--- src/rtl/oam_dma_pkg.sv ---
// oam_dma_pkg: shared console types and constants for the OAM DMA engine.
package oam_dma_pkg;
    typedef enum logic [1:0] {DMA_IDLE, DMA_START, DMA_XFER} oam_dma_state_t;
    localparam logic [15:0] ADDR_DMA  = 16'hFF46;
    localparam logic [15:0] OAM_BASE  = 16'hFE00;
    localparam int          OAM_BYTES = 160;
    localparam int          START_DLY = 1;
    function automatic logic [7:0] echo_fold(input logic [7:0] hi);
        return hi >= 8'hE0 ? hi - 8'h20 : hi;
    endfunction
endpackage

--- src/rtl/oam_dma.sv ---
// oam_dma: FF46 OAM DMA engine, copies 160 bytes from XX00-XX9F into OAM one byte per M-cycle.
module oam_dma
    import oam_dma_pkg::*;
(
    input  logic        clk,
    input  logic        reset,
    input  logic        cpu_en,
    input  logic        dma_reg_target,
    input  logic        cpu_wr,
    input  logic [7:0]  cpu_wdata,
    output logic [7:0]  dma_reg_rdata,
    output logic [15:0] dma_addr,
    input  logic [7:0]  dma_rdata,
    output logic        oam_we,
    output logic [7:0]  oam_waddr,
    output logic [7:0]  oam_wdata,
    output logic        oamdma
);
    oam_dma_state_t state_q, state_d;
    logic [7:0]  idx_q, idx_d, src_hi_q, src_hi_d, reg_q, reg_d;
    logic [1:0]  dly_q, dly_d;
    logic        restart_q, restart_d, accept, last;
    logic [15:0] addr_q;

    always_comb begin
        accept    = cpu_en & cpu_wr & dma_reg_target;
        last      = idx_q == 8'(OAM_BYTES - 1);
        state_d   = state_q;
        idx_d     = idx_q;
        src_hi_d  = src_hi_q;
        reg_d     = reg_q;
        dly_d     = dly_q;
        restart_d = restart_q;
        if (cpu_en && state_q == DMA_START) begin
            if (dly_q == 2'd0) begin
                state_d = DMA_XFER;
                idx_d   = 8'd0;
            end else
                dly_d = dly_q - 2'd1;
        end
        if (cpu_en && state_q == DMA_XFER) begin
            idx_d   = last ? idx_q : idx_q + 8'd1;
            state_d = last ? DMA_IDLE : DMA_XFER;
        end
        // An accept overrides the above; the current byte is still strobed this M-cycle
        if (accept) begin
            state_d   = DMA_START;
            dly_d     = 2'(START_DLY - 1);
            src_hi_d  = echo_fold(cpu_wdata);
            reg_d     = cpu_wdata;
            restart_d = (state_q == DMA_XFER) | (state_q == DMA_START & restart_q);
        end
    end

    assign dma_addr      = state_q == DMA_XFER ? {src_hi_q, idx_q} : addr_q;
    assign oam_we        = (state_q == DMA_XFER) & cpu_en;
    assign oam_waddr     = idx_q;
    assign oam_wdata     = dma_rdata;
    assign oamdma        = (state_q == DMA_XFER) | (state_q == DMA_START & restart_q);
    assign dma_reg_rdata = reg_q;

    always_ff @(posedge clk) begin
        if (reset) begin
            state_q   <= DMA_IDLE;
            idx_q     <= 8'd0;
            src_hi_q  <= 8'd0;
            reg_q     <= 8'hFF;
            dly_q     <= 2'd0;
            restart_q <= 1'b0;
            addr_q    <= 16'h0000;
        end else begin
            state_q   <= state_d;
            idx_q     <= idx_d;
            src_hi_q  <= src_hi_d;
            reg_q     <= reg_d;
            dly_q     <= dly_d;
            restart_q <= restart_d;
            addr_q    <= dma_addr;
        end
    end
endmodule

--- config.mk ---
export PLATFORM = sky130hd
export DESIGN_NAME = oam_dma
export DESIGN_NICKNAME = d
export VERILOG_FILES = /design/src/rtl/oam_dma_pkg.sv /design/src/rtl/oam_dma.sv
export SDC_FILE = /design/constraint.sdc
export NUM_CORES = 1
export LEC_CHECK = 0
export BUFFER_PORTS_ARGS = -buffer_cell sky130_fd_sc_hd__buf_2
export CAP_MARGIN = 20
export CELL_PAD_IN_SITES_DETAIL_PLACEMENT = 2
export CELL_PAD_IN_SITES_GLOBAL_PLACEMENT = 2
export CORE_MARGIN = 10
export CORE_UTILIZATION = 29
export CTS_CLUSTER_DIAMETER = 40
export DETAILED_ROUTE_END_ITERATION = 8
export GPL_TIMING_DRIVEN = 0
export PLACE_DENSITY_LB_ADDON = 0.1
export SETUP_SLACK_MARGIN = 0.1
export SLEW_MARGIN = 20
export SYNTH_ARGS = -nofsm -noshare
export SYNTH_HDL_FRONTEND = slang
export SYNTH_SLANG_ARGS = --single-unit
--- constraint.sdc ---
create_clock -name clk -period 1.87 [get_ports clk]
set_input_delay 0.187 -clock clk [delete_from_list [all_inputs] [get_ports clk]]
set_output_delay 0.187 -clock clk [all_outputs]
set_load 0.005 [all_outputs]
==> impl_metrics.csv <==
group,metric,value,unit
finish,nFillCells,746,
min_path,hold_class,"input pin to register",
synth,synth_area_per_cell,9.187,sq um
sta,fin_ws,160.2,ps
sta,tns,0,ps
worst_setup_path,rr_startpoint,"oam_waddr[0]",
routing,dr.pass1.iters,4,
grt,grt_pass1_wl,9.646,mm
min_path,hold_path_end,"dma_reg_rdata[3]",
sta,relSlewSlack,0.5942,
worst_setup_path,reg2reg_depth,5,
die,start_util,0.3004,
grt,grtUsageTotal,0.1171,
min_path,holdCritStartpoint,"cpu_wdata[3]",
place,post-place-ws,36.13,ps
worst_setup_path,crit_arrival,1520,ps
synth,syn_nets,234,
sta,rsz0062_at_grt,"yes",
die,num_rows,29,
run,drv_cap,0,
grt,grt_pass1_vias,1839,
worst_setup_path,rr_endpoint,"oam_waddr[4]",
grt,antenna_found_initial,0,
sta,hold_viol_final,0,
synth,yosys_warnings,0,
finish,final_net_count,301,
worst_setup_path,crit_fanout,6,
routing,vias,1751,
synth,synthCells,210,
clock_network,cts_buffer_depth,2,
power,power.leakage,1.125,nW
min_path,min_path_cells,3,
sta,worst_hold_slack,97.32,ps
clock_network,insertion_delay,290,ps
sta,min_period_over_period,0.9143,
place,dp_hpwl,4.412,mm
worst_setup_path,startpoint_type,"register",
sta,setup_viol,0,
die,die_area,10320,sq um
power,total_power,0.001777,W
routing,drt-total-wl,6.140,mm
worst_setup_path,critPathLaunch,"state_q[0]",
sta,finClkSkew,5.543,ps
clock_network,cts_sinks,45,
sta,tightest_slew,608.7,ps
finish,area_growth,31.52,%
power,ir_drop,0.2886,mV
finish,final-seq-area,910.9,sq um
worst_setup_path,worstPathRequired,1680,ps
sta,layout_min_cycle_time,1710,ps
die,core,6422,sq um
synth,ys_types,34,
finish,drive_gt1_frac,0.3849,
finish,n_antenna_cell,0,
die,pin_count,63,
routing,drtIter0Drc,23,
sta,fmax,0.5849,GHz
worst_setup_path,regToRegSetupSlack,180,ps
worst_setup_path,crit_path_end_kind,"primary output",
clock_network,cts_max_level,2,
place,gp_congestion,0.7236,
clock_network,cts_tree,"done",
grt,grt_overflow_total,0,
power,p_per_area,700.4,nW/um^2
routing,wl_per_cell,17.30,um
clock_network,path_clk_slew,90,ps
synth,ys_seq_area_frac,0.4669,
worst_setup_path,critPathKind,"register to primary output",
routing,ant_nets,0,
finish,multi_input_area,937.1,sq um
die,die_h,101.6,um
status,outcome,"finished, final reports clean",
routing,vias_per_cell,4.932,
place,io_buffers,53,
die,fp.dieW,101.6,um
routing,drc_errors,0,
synth,synth_seq_cells,45,
synth,synth_area,1929,sq um
clock_network,cts_buffers,5,
sta,maxSlewViolCount,0,
clock_network,cts_root_buf,"clkbuf_8",
grt,grt_max_degree,15,
-- timing repair --
action / in CTS / in global routing
cloned: 0 / 1
hold buffers: 0 / 0
pin swaps: 0 / 1
setup buffers: 3 / 3
endpoints found under the hold margin: 0 / 0
resized for setup: 12 / 12
setup endpoints to repair: 21 / 18
-- state kept, by name, indices dropped and copies added (netlist names) --
signal	flops
state_q	2
src_hi_q	8
restart_q	1
dly_q	2
oam_waddr	8
addr_q	16
dma_reg_rdata	8
-- cell usage after synthesis --
cell / n / area share
mux2_2: 16 / 0.093
a41oi_1: 1 / 0.0045
nand2_1: 29 / 0.056
and4bb_2: 1 / 0.0065
nor3_1: 3 / 0.0078
o31ai_1: 2 / 0.0078
nand4_1: 2 / 0.0065
ha_1: 3 / 0.019
a2111oi_0: 1 / 0.0045
nand2b_1: 1 / 0.0032
nor2_1: 6 / 0.012
inv_1: 4 / 0.0078
and3_1: 1 / 0.0032
nor2b_1: 16 / 0.052
buf_2: 3 / 0.0078
a21boi_1: 2 / 0.0078
nand3b_1: 5 / 0.019
and4_4: 1 / 0.0058
xnor2_1: 1 / 0.0045
dfxtp_1: 45 / 0.47
a21oi_1: 20 / 0.052
or3_1: 2 / 0.0065
buf_4: 8 / 0.031
and4b_2: 1 / 0.0058
clkbuf_1: 8 / 0.016
inv_4: 1 / 0.0032
o21ai_0: 4 / 0.010
a21boi_0: 1 / 0.0039
mux2i_1: 2 / 0.010
or2_2: 1 / 0.0032
and4_1: 3 / 0.014
nand3_1: 13 / 0.034
nand3b_2: 1 / 0.0058
or4_1: 2 / 0.0078
-- how the worst max path moves through the flow --
stage,endpoint,cells past startpoint,slack (ps)
2_1_floorplan,oam_waddr[4],5,170
3_3_place_gp,oam_waddr[4],5,30
3_5_place_dp,oam_waddr[4],5,40
4_1_cts,dma_addr[8],5,120
5_1_grt,oam_waddr[3],7,90
6_report,dma_addr[9],5,160
-- logic make-up after synthesis --
kind of cell / share of synthesized area
multiplexers: 0.1038
XOR/XNOR: 0.004540
flip-flops: 0.4669
buffers and inverters: 0.06550
AO/OA/AOI/OAI: 0.09079
adder cells (fa/ha/maj): 0.01946
AND/OR/NAND/NOR: 0.2490
-- area by class of cell --
class                           instances  share of cell area
Timing Repair Buffer                   60              0.1395
Clock inverter                          2            0.005917
Buffer                                 19             0.05128
Sequential cell                        45              0.3590
Multi-Input combinational cell        141              0.3693
Tap cell                               77             0.03797
Clock buffer                            6             0.02860
Inverter                                5            0.008383
-- layer usage --
layer / vias up / routed length (um) / GRT usage
met2: 45 / 2865 / 0.1879
met1: 855 / 2840 / 0.1501
met3: 2 / 417 / 0.04016
met5: - / 0 / 0
met4: 0 / 17 / 0.01980
li1: 849 / - / -
-- power breakdown --
group / total (W) / switching, W / internal, W
clock: 0.000611 / 0.000347 / 0.000264
sequential: 0.000987 / 0.0000125 / 0.000975
combinational: 0.000179 / 0.0000928 / 0.0000866
-- metrics by stage --
stage	util	instance area (sq um)	instances
6_report	0.3951	2537	355
5_1_grt	0.3951	2537	355
4_1_cts	0.3805	2444	351
3_5_place_dp	0.3567	2291	340
3_3_place_gp	0.3567	2291	340
2_1_floorplan	-	1929	210
-- placed cells by master, fill, tap and decap left out, types with 2 or more instances in the layout --
| cell type | instances |
|---|---|
| clkinvlp_4 | 2 |
| clkbuf_8 | 5 |
| nor2_1 | 6 |
| mux2i_1 | 2 |
| dfxtp_1 | 41 |
| o31ai_1 | 2 |
| and4_4 | 2 |
| nand4_1 | 2 |
| and4_1 | 2 |
| nor3_1 | 3 |
| buf_12 | 2 |
| buf_2 | 53 |
| or4_1 | 2 |
| ha_1 | 2 |
| nor2b_1 | 16 |
| dfxtp_4 | 2 |
| a21oi_1 | 20 |
| nand2_1 | 29 |
| a21boi_1 | 2 |
| mux2_2 | 10 |
| buf_4 | 13 |
| mux2_4 | 6 |
| inv_1 | 4 |
| nand3_1 | 13 |
| or3_1 | 2 |
| o21ai_0 | 4 |
| nand3b_1 | 5 |
| clkbuf_1 | 9 |
| dfxtp_2 | 2 |
-- critical path, cell delays in order (launching register included) --
cell and delay, ps:
dfxtp_4 370, nand2b_4 120, buf_8 130, clkbuf_16 140
mux2_2 330, buf_2 130
Power figures use the tool's default switching activity.
